[src/rtl/data_write_buffer.sv]
// Posted-write buffer on the CPU data port: stores are acked early and drained in order,
// loads pass through in order. Optional macro DWB_READ_BYPASS_EN lets non-matching loads overtake stores.
module data_write_buffer #(
    parameter int DEPTH = 4
) (
    input  logic        clk,
    input  logic        rst,
    input  logic        cpu_req,
    input  logic        cpu_wr,
    input  logic [1:0]  cpu_size,
    input  logic [31:0] cpu_addr,
    input  logic [31:0] cpu_wdata,
    output logic [31:0] cpu_rdata,
    output logic        cpu_addr_ok,
    output logic        cpu_data_ok,
    output logic        mem_req,
    output logic        mem_wr,
    output logic [1:0]  mem_size,
    output logic [31:0] mem_addr,
    output logic [31:0] mem_wdata,
    input  logic [31:0] mem_rdata,
    input  logic        mem_addr_ok,
    input  logic        mem_data_ok,
    output logic        wbuf_empty
);
    localparam int PW = $clog2(DEPTH);
    localparam logic [PW:0] FULL_CNT = (PW + 1)'(DEPTH);

    typedef enum logic [2:0] {IDLE, W_ADDR, W_DATA, R_ADDR, R_DATA} state_t;
    state_t state;

    logic [31:0]   fifo_addr  [DEPTH];
    logic [1:0]    fifo_size  [DEPTH];
    logic [31:0]   fifo_wdata [DEPTH];
    logic [PW-1:0] head;
    logic [PW-1:0] tail;
    logic [PW:0]   count;
    logic          full;
    logic          rd_busy;
    logic          wack_pending;
    logic          load_allowed;
    logic          st_hs;
    logic          ld_hs;
    logic          pop;
    logic          rd_done;

    assign full = (count == FULL_CNT);

`ifdef DWB_READ_BYPASS_EN
    logic          hazard;
    logic [PW-1:0] offs;

    // An entry is valid when its distance from head is below count; the draining head counts too.
    always_comb begin
        hazard = 1'b0;
        offs   = '0;
        for (int i = 0; i < DEPTH; i++) begin
            offs = PW'(i) - head;
            if (({1'b0, offs} < count) && (fifo_addr[i][31:2] == cpu_addr[31:2]))
                hazard = 1'b1;
        end
    end
    assign load_allowed = !hazard;
`else
    assign load_allowed = (count == '0);
`endif

    assign st_hs = !rst && cpu_req && cpu_wr && !full && !rd_busy;
    assign ld_hs = !rst && cpu_req && !cpu_wr && (state == IDLE) && !wack_pending
                   && !rd_busy && load_allowed;
    assign pop     = (state == W_DATA) && mem_data_ok;
    assign rd_done = (state == R_DATA) && mem_data_ok;

    assign cpu_addr_ok = st_hs || ld_hs;
    assign cpu_data_ok = wack_pending || rd_done;
    assign cpu_rdata   = rd_done ? mem_rdata : '0;
    assign wbuf_empty  = (count == '0) && (state == IDLE);

    always_ff @(posedge clk) begin
        if (rst) begin
            state        <= IDLE;
            head         <= '0;
            tail         <= '0;
            count        <= '0;
            rd_busy      <= 1'b0;
            wack_pending <= 1'b0;
            mem_req      <= 1'b0;
            mem_wr       <= 1'b0;
            mem_size     <= '0;
            mem_addr     <= '0;
            mem_wdata    <= '0;
        end else begin
            wack_pending <= st_hs;
            if (st_hs) begin
                fifo_addr[tail]  <= cpu_addr;
                fifo_size[tail]  <= cpu_size;
                fifo_wdata[tail] <= cpu_wdata;
                tail             <= tail + 1'b1;
            end
            if (pop)
                head <= head + 1'b1;
            count <= count + (PW + 1)'(st_hs) - (PW + 1)'(pop);

            // mem_addr/mem_size double as the read register while a load is in flight
            case (state)
                IDLE: begin
                    if (ld_hs) begin
                        rd_busy   <= 1'b1;
                        mem_req   <= 1'b1;
                        mem_wr    <= 1'b0;
                        mem_addr  <= cpu_addr;
                        mem_size  <= cpu_size;
                        mem_wdata <= '0;
                        state     <= R_ADDR;
                    end else if (count != '0) begin
                        mem_req   <= 1'b1;
                        mem_wr    <= 1'b1;
                        mem_addr  <= fifo_addr[head];
                        mem_size  <= fifo_size[head];
                        mem_wdata <= fifo_wdata[head];
                        state     <= W_ADDR;
                    end
                end
                W_ADDR: begin
                    if (mem_addr_ok) begin
                        mem_req <= 1'b0;
                        state   <= W_DATA;
                    end
                end
                W_DATA: begin
                    if (mem_data_ok)
                        state <= IDLE;
                end
                R_ADDR: begin
                    if (mem_addr_ok) begin
                        mem_req <= 1'b0;
                        state   <= R_DATA;
                    end
                end
                R_DATA: begin
                    if (mem_data_ok) begin
                        rd_busy <= 1'b0;
                        state   <= IDLE;
                    end
                end
                default: state <= IDLE;
            endcase
        end
    end
endmodule

[config.mk]
export PLATFORM = sky130hd
export DESIGN_NAME = data_write_buffer
export DESIGN_NICKNAME = d
export VERILOG_FILES = /design/src/rtl/data_write_buffer.sv
export SDC_FILE = /design/constraint.sdc
export NUM_CORES = 1
export LEC_CHECK = 0
export CELL_PAD_IN_SITES_DETAIL_PLACEMENT = 1
export CELL_PAD_IN_SITES_GLOBAL_PLACEMENT = 1
export CORE_AREA = 2 2 174 176
export CTS_CLUSTER_DIAMETER = 40
export DETAILED_ROUTE_END_ITERATION = 12
export DIE_AREA = 0 0 176 178
export PLACE_DENSITY = 0.75
export SETUP_SLACK_MARGIN = 0.4
export SYNTH_ARGS = -nofsm -noshare
export SYNTH_HDL_FRONTEND = slang
export SYNTH_SLANG_ARGS = --single-unit
[constraint.sdc]
create_clock -name clk -period 5.1 [get_ports clk]
set_clock_uncertainty 0.05 [all_clocks]
set_input_delay 1.02 -clock clk [delete_from_list [all_inputs] [get_ports clk]]
set_output_delay 1.02 -clock clk [all_outputs]
set_load 0.02 [all_outputs]
==> flow_metrics.env <==
export IMPL_status="finished clean"
export IMPL_ir_drop_mv=0.3111
export IMPL_grt_max_degree=67
export IMPL_ys_flop_type="edfxtp_1"
export IMPL_cts_resized=0
export IMPL_final_antenna_net_count=0
export IMPL_globalRouteTotalUtil_pct=21.26
export IMPL_syn_area_mm2=0.01312
export IMPL_worst_r2r_endpoint="count[2]$_SDFF_PP0_"
export IMPL_use_met2_pct=37.70
export IMPL_num_io_pins=207
export IMPL_routedWlPerCell_um=23.07
export IMPL_nets=1110
export IMPL_final_layout_size_suffix_gt1_share_pct=16.75
export IMPL_grtUsageMet3_pct=4.113
export IMPL_use_met1_pct=26.61
export IMPL_area_growth_synth_to_final_pct=30.64
export IMPL_cts_reportedPaths_clkPinSlew_ns=0.05
export IMPL_cts_max_level=2
export IMPL_maxCapViolCount=0
export IMPL_grt_pass1_vias=8485
export IMPL_grt_remaining_overflow=0
export IMPL_crit_fanout=32
export IMPL_drt_wl_total_mm=32.87
export IMPL_clock_fmax_ghz=0.2576
export IMPL_ys_warn_count=0
export IMPL_dpl_hpwl_mm=19.97
export IMPL_setup_ws_ns=1.218
export IMPL_min_path_type="flip-flop to flip-flop"
export IMPL_gp_congestion=0.7033
export IMPL_core_area_mm2=0.02940
export IMPL_antenna_found_initial=0
export IMPL_clockBufferDepth=3
export IMPL_synth_top_area_cell="edfxtp_1"
export IMPL_cp_start_kind="input pin"
export IMPL_worst_ep_required_time_ns=4.03
export IMPL_initial_core_util_pct=44.63
export IMPL_post_cts_buffers=0
export IMPL_regToRegSetupSlack_ns=2.42
export IMPL_drc_errors=0
export IMPL_arrival_ns=2.81
export IMPL_ys_top_cells_by_area="edfxtp_1 (60%), dfxtp_1 (13%), mux4_2 (11%)"
export IMPL_synth_cell_types=38
export IMPL_cts_hold_buf=0
export IMPL_yosysSeqAreaShare_pct=72.92
export IMPL_crit_type="input pin to output port"
export IMPL_vias=7799
export IMPL_syn_nets=894
export IMPL_postSynthCellCount=783
export IMPL_vias_per_cell=5.473
export IMPL_setup_viol=0
export IMPL_finalHoldViolations=0
export IMPL_power_density_mw_per_mm2=524.1
export IMPL_finalCritPeriodShare_pct=76.12
export IMPL_worst_pin_slew_ns=1.066
export IMPL_synth_area_per_cell_um2=16.76
export IMPL_drt_pass1_iter_count=4
export IMPL_rsz0062_at_grt="no"
export IMPL_cp_endpoint="cpu_rdata[23]"
export IMPL_grt_pass1_wl_mm=50.11
export IMPL_yosys_area_top_type_share_pct=60.41
export IMPL_r2r_start="rd_busy$_SDFFE_PP0P_"
export IMPL_grt_busiest_layer="met2"
export IMPL_final_period_minus_worst_setup_slack_ns=3.882
export IMPL_chipHeight_um=178
export IMPL_reg2reg_depth=10
export IMPL_dieWidth_um=176
export IMPL_async_reset_ff_share_pct=0
export IMPL_cts_made_buffers=44
export IMPL_drt_initial_drc_count=522
export IMPL_startpoint="mem_data_ok"
export IMPL_yosys_register_bits=346
export IMPL_port_buffers=206
export IMPL_cts_tree="built"
export IMPL_die_area_mm2=0.03133
export IMPL_cp_end_kind="output port"
export IMPL_clock_sinks=346
export IMPL_leakage_nw=5.601
export IMPL_dp_slack_ns=1.244
export IMPL_synth_edf_count=264
export IMPL_relSlewSlack_pct=28.92
export IMPL_slew_viol_final=0
export IMPL_worstSkewPairLatency_ns=0.53
export IMPL_setup_tns_ns=0
export IMPL_cts_root_buffer="clkbuf_16"
export IMPL_row_count=63
logic make-up after synthesis:
| kind of cell | after synthesis | share of synthesized area, % |
|---|---|---|
| adder cells (fa/ha/maj) | 7 | 0.7246 |
| XOR/XNOR | 6 | 0.4005 |
| flip-flops | 346 | 72.92 |
| multiplexers | 67 | 11.41 |
| AO/OA/AOI/OAI | 75 | 4.100 |
| AND/OR/NAND/NOR | 224 | 8.514 |
| buffers and inverters | 58 | 1.926 |
through the flow:
step | utilization (%) | area [um^2] | total power [mW] | hold slack (ns) | instances
finish | 58.30 | 17140 | 8.984 | 0.4224 | 1425
global route | 58.29 | 17140 | 9.361 | 0.4502 | 1423
CTS | 58.29 | 17140 | 9.073 | 0.4234 | 1423
detailed placement | 53.16 | 15630 | 5.893 | 0.4156 | 1343
global placement | 53.16 | 15630 | 5.817 | 0.4098 | 1343
floorplan | - | 13120 | 4.876 | 0.4090 | 783
cell type report:
class	instances	area, um^2
well taps	390	488.0
repair buffers	221	2205
clock buffers	56	1207
diodes	2	5.005
flip-flops and latches	346	9577
multi-input cells	379	3334
clock inverters	24	300.3
fillers	2685	12260
inverters	7	26.28
sequential cells by signal (all words and copies together) (netlist names), 2 cells and up, named ones only:
name	cells
mem_wdata	32
state	3
fifo_addr	128
tail	2
count	3
head	2
mem_size	2
fifo_size	8
mem_addr	32
fifo_wdata	128
cell usage in the layout, fill, tap and decap left out, types with 6 or more instances in the layout:
cell type	Yosys	routed
and2_1	36	32
clkbuf_16	0	45
mux4_2	66	66
nor3_1	29	28
clkbuf_1	31	7
nor2_1	12	11
ha_1	6	6
clkdlybuf4s50_1	0	204
inv_1	7	7
a221o_1	12	12
bufinv_16	0	6
buf_4	0	13
nand3_1	33	32
nand2_1	83	83
a21oi_1	37	37
dfxtp_1	82	80
edfxtp_1	264	264
clkinv_2	0	9
a311oi_1	20	20
nor2b_1	14	14
critical path, cell delays in order:
cell             delay [ns]
clkdlybuf4s50_1        0.50
and3_1                 0.24
buf_4                  0.28
and2_1                 0.17
clkdlybuf4s50_1        0.60
routing by layer:
| metal | part of all wire (%) | vias to the layer above |
|---|---|---|
| li1 | - | 3479 |
| met1 | 40 | 3995 |
| met2 | 52 | 271 |
| met3 | 5.9 | 54 |
| met4 | 2.1 | 0 |
| met5 | 0 | - |
synth_stat cells (all sizes together), types with 2 or more instances:
| cell type | number |
|---|---|
| a21oi | 37 |
| a221o | 12 |
| a311oi | 22 |
| and2 | 36 |
| and3 | 2 |
| buf | 20 |
| clkbuf | 31 |
| dfxtp | 82 |
| edfxtp | 264 |
| ha | 6 |
| inv | 7 |
| mux4 | 66 |
| nand2 | 83 |
| nand2b | 2 |
| nand3 | 33 |
| nor2 | 12 |
| nor2b | 14 |
| nor3 | 30 |
| or2 | 2 |
| or3 | 4 |
| or3b | 2 |
| xnor2 | 4 |
| xor2 | 2 |
worst min path at each step:
stage | startpoint | end | slack [ns] | cells past startpoint
after floorplan | rd_busy$_SDFFE_PP0P_ | rd_busy$_SDFFE_PP0P_ | 0.41 | 2
after global placement | mem_wdata[15]$_SDFFE_PP0P_ | mem_wdata[15]$_SDFFE_PP0P_ | 0.41 | 2
after detailed placement | mem_wdata[27]$_SDFFE_PP0P_ | mem_wdata[27]$_SDFFE_PP0P_ | 0.42 | 2
after CTS | mem_wdata[27]$_SDFFE_PP0P_ | mem_wdata[27]$_SDFFE_PP0P_ | 0.42 | 2
after global routing | mem_wdata[1]$_SDFFE_PP0P_ | mem_wdata[1]$_SDFFE_PP0P_ | 0.45 | 2
final | mem_wdata[4]$_SDFFE_PP0P_ | mem_wdata[4]$_SDFFE_PP0P_ | 0.42 | 2
where the power goes:
part           leakage [nW]  total, mW  internal (mW)  switching [mW]
Clock                 0.739       3.16           1.99            1.17
Sequential             3.06       3.57           3.33           0.234
Combinational          1.81       2.26          0.974            1.28
Total                  5.60       8.98           6.29            2.69
Power figures use the tool's default switching activity.
